<file path="config.mk">
export PLATFORM = sky130hd
export DESIGN_NAME = cu_issue_sched
export DESIGN_NICKNAME = d
export VERILOG_FILES = /design/src/rtl/cu_issue_sched.sv
export SDC_FILE = /design/constraint.sdc
export NUM_CORES = 1
export LEC_CHECK = 0
export BUFFER_PORTS_ARGS = -buffer_cell sky130_fd_sc_hd__buf_2
export CORE_ASPECT_RATIO = 0.5
export CORE_MARGIN = 8
export CORE_UTILIZATION = 31
export DETAILED_ROUTE_END_ITERATION = 10
export GPL_TIMING_DRIVEN = 0
export HOLD_SLACK_MARGIN = 0.1
export SLEW_MARGIN = 10
export SYNTH_ARGS = -nofsm -noshare
export SYNTH_HDL_FRONTEND = slang
export SYNTH_SLANG_ARGS = --single-unit
</file>
<file path="constraint.sdc">
create_clock -name clk_exe -period 5.1 [get_ports clk_exe]
set_input_delay 0.255 -clock clk_exe [delete_from_list [all_inputs] [get_ports clk_exe]]
set_output_delay 0.255 -clock clk_exe [all_outputs]
set_load 0.02 [all_outputs]
</file>
<file path="src/rtl/cu_issue_sched.sv">
// cu_issue_sched: in-order issue scheduler with request FIFO, register scoreboard and a single-write-port retire pipeline.
module cu_issue_sched #(
  parameter int ADDRESS_WIDTH = 4,
  parameter int SIGNAL_WIDTH  = 3,
  parameter int MUL_LAT       = 2,
  parameter int FIFO_DEPTH    = 4
) (
  input  logic                     clk_exe,
  input  logic                     reset,
  input  logic                     stallb,
  input  logic                     req_valid,
  output logic                     req_ready,
  input  logic [1:0]               req_unit,
  input  logic [ADDRESS_WIDTH-1:0] req_rx,
  input  logic [ADDRESS_WIDTH-1:0] req_ry,
  input  logic [ADDRESS_WIDTH-1:0] req_rd,
  input  logic                     req_wb,
  output logic                     iss_alu_en,
  output logic                     iss_shf_en,
  output logic                     iss_mul_en,
  output logic [ADDRESS_WIDTH-1:0] iss_raddx,
  output logic [ADDRESS_WIDTH-1:0] iss_raddy,
  output logic [SIGNAL_WIDTH-1:0]  wb_cuEn,
  output logic [ADDRESS_WIDTH-1:0] wb_wadd,
  output logic                     busy,
  output logic                     err_illegal
);
  localparam int AW = ADDRESS_WIDTH;
  localparam int NR = 2 ** AW;
  localparam int PW = $clog2(FIFO_DEPTH);
  localparam int EW = 3 + 3 * AW;
  localparam int SW = $clog2(MUL_LAT);
  logic [EW-1:0] mem [FIFO_DEPTH];
  logic [PW-1:0] rp, wp;
  logic [PW:0] cnt, cnt_n;
  logic up;
  logic [NR-1:0] sb, sb_clr, sb_set;
  logic [MUL_LAT-1:0] p_v;
  logic [SIGNAL_WIDTH-1:0] p_u [MUL_LAT];
  logic [AW-1:0] p_a [MUL_LAT];
  logic [1:0] h_unit;
  logic h_wb;
  logic [AW-1:0] h_rx, h_ry, h_rd;
  logic [SIGNAL_WIDTH-1:0] h_oh;
  logic h_ill, h_mul, haz, slot_ok, push, pop, iss, ins;
  logic [SW-1:0] slot;
  assign {h_unit, h_wb, h_rx, h_ry, h_rd} = mem[rp];
  assign h_ill = h_unit == 2'b11;
  assign h_mul = h_unit == 2'b10;
  assign h_oh = SIGNAL_WIDTH'(1) << h_unit;
  assign haz = sb[h_rx] | sb[h_ry] | (h_wb & sb[h_rd]);
  // ALU/shifter land in slot 0, which after the shift holds what is now in slot 1
  assign slot_ok = !h_wb | h_mul | !p_v[1];
  assign req_ready = up & stallb & (cnt != (PW+1)'(FIFO_DEPTH));
  assign push = req_valid & req_ready;
  assign pop = stallb & (cnt != '0) & (h_ill | (!haz & slot_ok));
  assign iss = pop & !h_ill;
  assign ins = iss & h_wb;
  assign slot = h_mul ? SW'(MUL_LAT - 1) : '0;
  assign cnt_n = cnt + (PW+1)'(push) - (PW+1)'(pop);
  assign sb_clr = p_v[0] ? NR'(1) << p_a[0] : '0;
  assign sb_set = ins ? NR'(1) << h_rd : '0;
  always_ff @(posedge clk_exe)
    if (push) mem[wp] <= {req_unit, req_wb, req_rx, req_ry, req_rd};
  always_ff @(posedge clk_exe or negedge reset) begin
    if (!reset) begin
      up <= 1'b0;
      rp <= '0;
      wp <= '0;
      cnt <= '0;
      sb <= '0;
      p_v <= '0;
      for (int i = 0; i < MUL_LAT; i++) begin
        p_u[i] <= '0;
        p_a[i] <= '0;
      end
      iss_alu_en <= 1'b0;
      iss_shf_en <= 1'b0;
      iss_mul_en <= 1'b0;
      iss_raddx <= '0;
      iss_raddy <= '0;
      wb_cuEn <= '0;
      wb_wadd <= '0;
      busy <= 1'b0;
      err_illegal <= 1'b0;
    end else begin
      up <= 1'b1;
      rp <= rp + PW'(pop);
      wp <= wp + PW'(push);
      cnt <= cnt_n;
      iss_alu_en <= iss & (h_unit == 2'b00);
      iss_shf_en <= iss & (h_unit == 2'b01);
      iss_mul_en <= iss & h_mul;
      err_illegal <= pop & h_ill;
      if (iss) begin
        iss_raddx <= h_rx;
        iss_raddy <= h_ry;
      end
      busy <= (cnt_n != '0) | (|p_v) | ins;
      if (stallb) begin
        wb_cuEn <= p_v[0] ? p_u[0] : '0;
        wb_wadd <= p_v[0] ? p_a[0] : '0;
        sb <= (sb & ~sb_clr) | sb_set;
        for (int i = 0; i < MUL_LAT - 1; i++) begin
          p_v[i] <= p_v[i+1];
          p_u[i] <= p_u[i+1];
          p_a[i] <= p_a[i+1];
        end
        p_v[MUL_LAT-1] <= 1'b0;
        if (ins) begin
          p_v[slot] <= 1'b1;
          p_u[slot] <= h_oh;
          p_a[slot] <= h_rd;
        end
      end else begin
        wb_cuEn <= '0;
        wb_wadd <= '0;
      end
    end
  end
endmodule
</file>
# == Word level (Yosys, flattened, before mapping) ==
# Memory sizes are Yosys's and may differ from the RTL's.
# Cells that the tools add are included.
# Widths: inputs -> output; s select.
# word_totals
reg_bits,60
latch_bits,0
ramBits,60
mem_bits_ro,0
in_bits,19
out_inout_bits,21
elab_cells,100
memories,1
# classes
addsub,4
mul,0
n_div,0
magnitude_cmp,7
n_eq_ne,4
shift,3
n_mux,26
n_bitwise,25
reduce_logical,11
# mem_list
name,depth,width,rd,rd_ports_with_merged_regs,write_ports,line,rtl
mem,4,15,1,0,1,33,logic [EW-1:0] mem [FIFO_DEPTH];
# op_table
operator,count
$mux 16,2
$shl 1x4->16 const A,2
$and 16x16->16,1
$not 16->16,1
$or 16x16->16,1
$lt 4x5->1 const B,3
$and 1x1->1,13
$bmux 1 s4,3
$mux 4,3
$mux 3,3
$bwmux 8,1
$mux 8,1
$mux 1,7
$or 1x1->1,7
$bwmux 6,1
$mux 6,1
$reduce_bool 3->1,2
$add 2x1->2,2
$demux 4 s1,1
$eq 2x2->1 const B,2
$logic_not 1->1,4
$add 3x1->3,1
$demux 3 s1,1
$ne 3x3->1 const B,1
15 further kinds,16

# == Longest topological paths before layout ==
# An unclocked memory read counts as a cell.
# logic_depth
ltp_word,13
depth_mapped,20
depth_no_buf,16

# == Worst setup path after synthesis ==
# No wires, ideal clock.
# synth_path
kind,register to register
start,register rp[0]
end,register busy
setup_time_ns,0.136
t_arrival_ns,4.016
required_ns,4.964
slack_ns,0.948
path_stages_with_launch,20
path_buffers,3
period_less_slack_ns,4.152
path_cell_list,dfrtp_1 buf_6 mux4_2 buf_6 mux4_2 nor3b_1 a41oi_1 nand4_1 a21o_1 clkbuf_1 o21ai_0 ha_1 inv_1 ha_1 inv_1 fa_1 xnor2_1 xnor2_1 nor4b_1 o21ai_0
# synth_between
elab_chain_cells,13
# synth_rtl
item,line,rtl
"start, declared",34,"logic [PW-1:0] rp, wp;"
"start signal, assigned",88,rp <= rp + PW'(pop);
$mem_v2 4x15 (*),-,
$bmux 1 s4,51,assign haz = sb[h_rx] | sb[h_ry] | (h_wb & sb[h_rd]);
$mux 1 (not written as such),51,
$or 1x1->1 / $and 1x1->1 (equally long branches),51,
$or 1x1->1,51,
$logic_not 1->1,56,assign pop = stallb & (cnt != '0) & (h_ill | (!haz & slot_ok));
$and 1x1->1,56,
$or 1x1->1 (*),56,
$and 1x1->1 (*),56,
$sub 3x1->3 (*),60,assign cnt_n = cnt + (PW+1)'(push) - (PW+1)'(pop);
named net cnt_n[2],35,"logic [PW:0] cnt, cnt_n;"
$reduce_bool 3->1 (*),99,busy <= (cnt_n != '0) | (|p_v) | ins;
$or 1x1->1 (*) (2 in series),99,
"end signal, assigned",99,
"end, declared",25,"output logic busy,"
# The timed path passes the listed nets; every way through them passes the cells marked *. The select of a mux whose other input is x is not followed.
# A chain may end at the register's enable or synchronous reset.

# == Worst setup path after layout ==
# Ends and elaborated chain as after synthesis.

==> flow_summary.yaml <==
run_status:
  status: "complete, no violations"
logic_synthesis:
  synth-seq-cells: 120
  synth_edf_count: 60
  synth_nets: 395
  netlist_instances: 371
  synth_area_leaders: "edfxtp_1, dfrtp_1, mux4_2"
  synth_top_cell_area_share_pct: 34.2
  synth_area_per_cell_sq_um: 14.2
  async_reset_ff_share_pct: 50.0
  yosys.area.top_type: "edfxtp_1"
  synth_flop_cell: "edfxtp_1"
  synth_area_sq_um: 5270
  synth_cell_types: 48
  yosys_warnings: 0
  yosysSeqAreaShare_pct: 62.6
floorplanning:
  fp.dieArea_sq_um: 21700
  floorplan.rows: 33
  die_w_microns: 200
  start_util_pct: 31.9
  core_area_sq_um: 16500
  die_y_microns: 108
  io_pins: 40
placed_design:
  numPortBuffers: 39
  place_ws_ns: 0.215
  gp_congestion: 0.879
  dp_hpwl_mm: 8.05
grt:
  grt_pass1_wl_mm: 19.1
  grt_use_met1_pct: 14.8
  grt-ovfl-total: 0
  antenna_found_initial: 1
  grt.busiest_layer: "met2"
  grt_pass1_vias: 3491
  grt_use_met2_pct: 17.5
  track_usage_pct: 11.3
  use_met3_pct: 2.86
  grt_max_degree: 61
timing:
  min_period_ns: 4.67
  max_freq_mhz: 214
  clock_skew_ns: 0.0114
  worstMarginPinSlew_ns: 0.833
  finalSetupTns_ns: 0
  rsz0062_at_grt: "no"
  setup_ws_ns: 0.434
  period_share_pct: 91.5
  relSlewSlack_pct: 44.4
  setup_viol: 0
  finalHoldViolations: 0
  drv_slew: 0
worst_setup_path:
  critical_path_class: "register to register"
  cp-startpoint: "rp[0]"
  start_kind: "register"
  r2r_start: "rp[0]"
  rr_worst_depth: 19
  end_kind: "register"
  r2r_end: "busy"
  ff2ff_setup_slack_ns: 0.43
  worst_ep_arrival_time_ns: 4.94
  required_ns: 5.38
  crit_fanout: 12
detailed_routing:
  route.detailed.drc: 0
  avgViaCountPerCell: 4.84
  drtAntennaViolNets: 0
  drtIter0Drc: 361
  drt-pass1-iter-count: 5
  num_vias: 3328
  routed_wl_mm: 11.7
  detail_route.wl_per_cell_microns: 17.0
cts:
  clk_pin_slew_worst_paths_ns: 0.06
  root_buffer: "clkbuf_16"
  cts_tree: "done"
  cts_sinks: 120
  clockBufferDepth: 2
  h-tree-depth: 4
  numCtsBuffers: 17
  insertion_delay_ns: 0.41
final_layout:
  layout.nets: 470
  nFillCells: 1549
  area_delta_synth_final_pct: 24.0
  drive_gt1_share_pct: 26.1
  postLayoutCoreUtil_pct: 39.6
  register_area_sq_um: 3300
  layout_common_cells: "dfrtp_1, edfxtp_1, buf_2"
  multi_input_comb_area_sq_um: 1850
min_path:
  hp-class: "input port to register"
  hold-path-endpoint: "err_illegal"
  min_delay_path_depth: 3
  min_from: "stallb"
power_and_ir_drop:
  peakVddDrop_mv: 0.348
  leakagePower_nw: 2.59
  finalPower_w: 0.00410
  powerDensity_nw_per_um2: 626
run:
  cap_violations: 0
-- kinds of logic (layout without fill, tap and decap cells) --
| group | Yosys count | after routing | share of synthesized area (%) |
|---|---|---|---|
| xor+xnor | 4 | 4 | 0.665 |
| mux | 49 | 49 | 13.9 |
| simple gates | 100 | 100 | 10.1 |
| compound gates | 64 | 64 | 8.85 |
| fa+ha+maj | 5 | 5 | 1.33 |
| other cells | 1 | 2 | 0.0711 |
| buf+inv | 28 | 116 | 2.52 |
| flops | 120 | 120 | 62.6 |
-- cell usage after synthesis (all sizes together), types with 2 or more instances --
master,instances
or2,3
o31ai,19
a221oi,3
a31o,2
nor2,15
a21oi,3
nor3b,2
nor2b,13
and3,8
nand2b,9
clkbuf,10
nand4,2
edfxtp,60
ha,4
xor2,2
inv,11
mux4,18
a221o,5
nor3,9
o22ai,2
and2,6
nand2,23
a211o,2
nand3,3
nand3b,3
xnor2,2
mux2i,19
buf,7
o21ai,18
mux2,12
dfrtp,60
a31oi,2
a21o,2
-- per-layer routing --
layer / up-vias / share of wire, %
met5: - / 0
met4: 0 / 2.1
met3: 25 / 4.0
met2: 87 / 46
met1: 1653 / 48
li1: 1563 / -
-- final cells by class --
class | count | area share [%]
Antenna cell | 1 | 0.0383
Buffer | 16 | 1.34
Clock buffer | 17 | 6.51
Clock inverter | 15 | 2.41
Inverter | 11 | 0.632
Multi-Input combinational cell | 223 | 28.3
Sequential cell | 120 | 50.5
Tap cell | 227 | 4.34
Timing Repair Buffer | 57 | 5.88
-- what timing repair did --
item / in CTS / in global routing
hold endpoints to repair: 120 / 0
endpoints found under the setup margin: 0 / 1
buffers inserted: 0 / 0
hold buffers: 16 / 0
gates resized for setup: 0 / 1
-- worst max-delay path, cell delays in order, from the launching register on --
cell     delay (ns)
dfrtp_1        0.37
buf_6          0.17
buf_6          0.20
mux4_2         0.54
buf_2          0.22
mux2i_1        0.17
o22ai_1        0.12
o31ai_2        0.37
nand4_1        0.26
a21o_1         0.38
o21ai_0        0.20
ha_1           0.29
inv_1          0.06
ha_1           0.13
inv_1          0.05
fa_1           0.37
xnor2_1        0.14
xnor2_1        0.14
nor4b_1        0.22
o21ai_0        0.12
-- how the worst max path moves through the flow --
stage,endpoint,slack [ns]
after detailed placement,busy,0.22
after floorplan,busy,0.95
after global placement,busy,0.20
after global routing,busy,0.06
after CTS,busy,0.18
final,busy,0.43
-- sequential cells by signal, summed over array words and instances, names as in the netlist, named ones only --
register / flops
wp: 2
up: 1
iss_alu_en: 1
iss_mul_en: 1
iss_raddx: 4
p_a: 4
err_illegal: 1
iss_raddy: 4
wb_wadd: 4
cnt: 3
rp: 2
mem: 60
sb: 16
p_v: 2
p_u: 4
busy: 1
wb_cuEn: 3
iss_shf_en: 1
-- stage by stage --
stage	hold WS (ns)	instance area, sq um	instances
after global placement	0.460	5750	637
final	0.232	6540	687
after CTS	0.215	6530	687
after detailed placement	0.379	5790	639
after floorplan	-0.0406	5270	371
after global routing	0.244	6540	687
-- power by group --
part	switching (W)	internal, W
clock network	0.000483	0.000692
registers	0.000163	0.00124
logic	0.000884	0.000637
total	0.00153	0.00257
No activity file was read; power rests on OpenSTA's default activity.
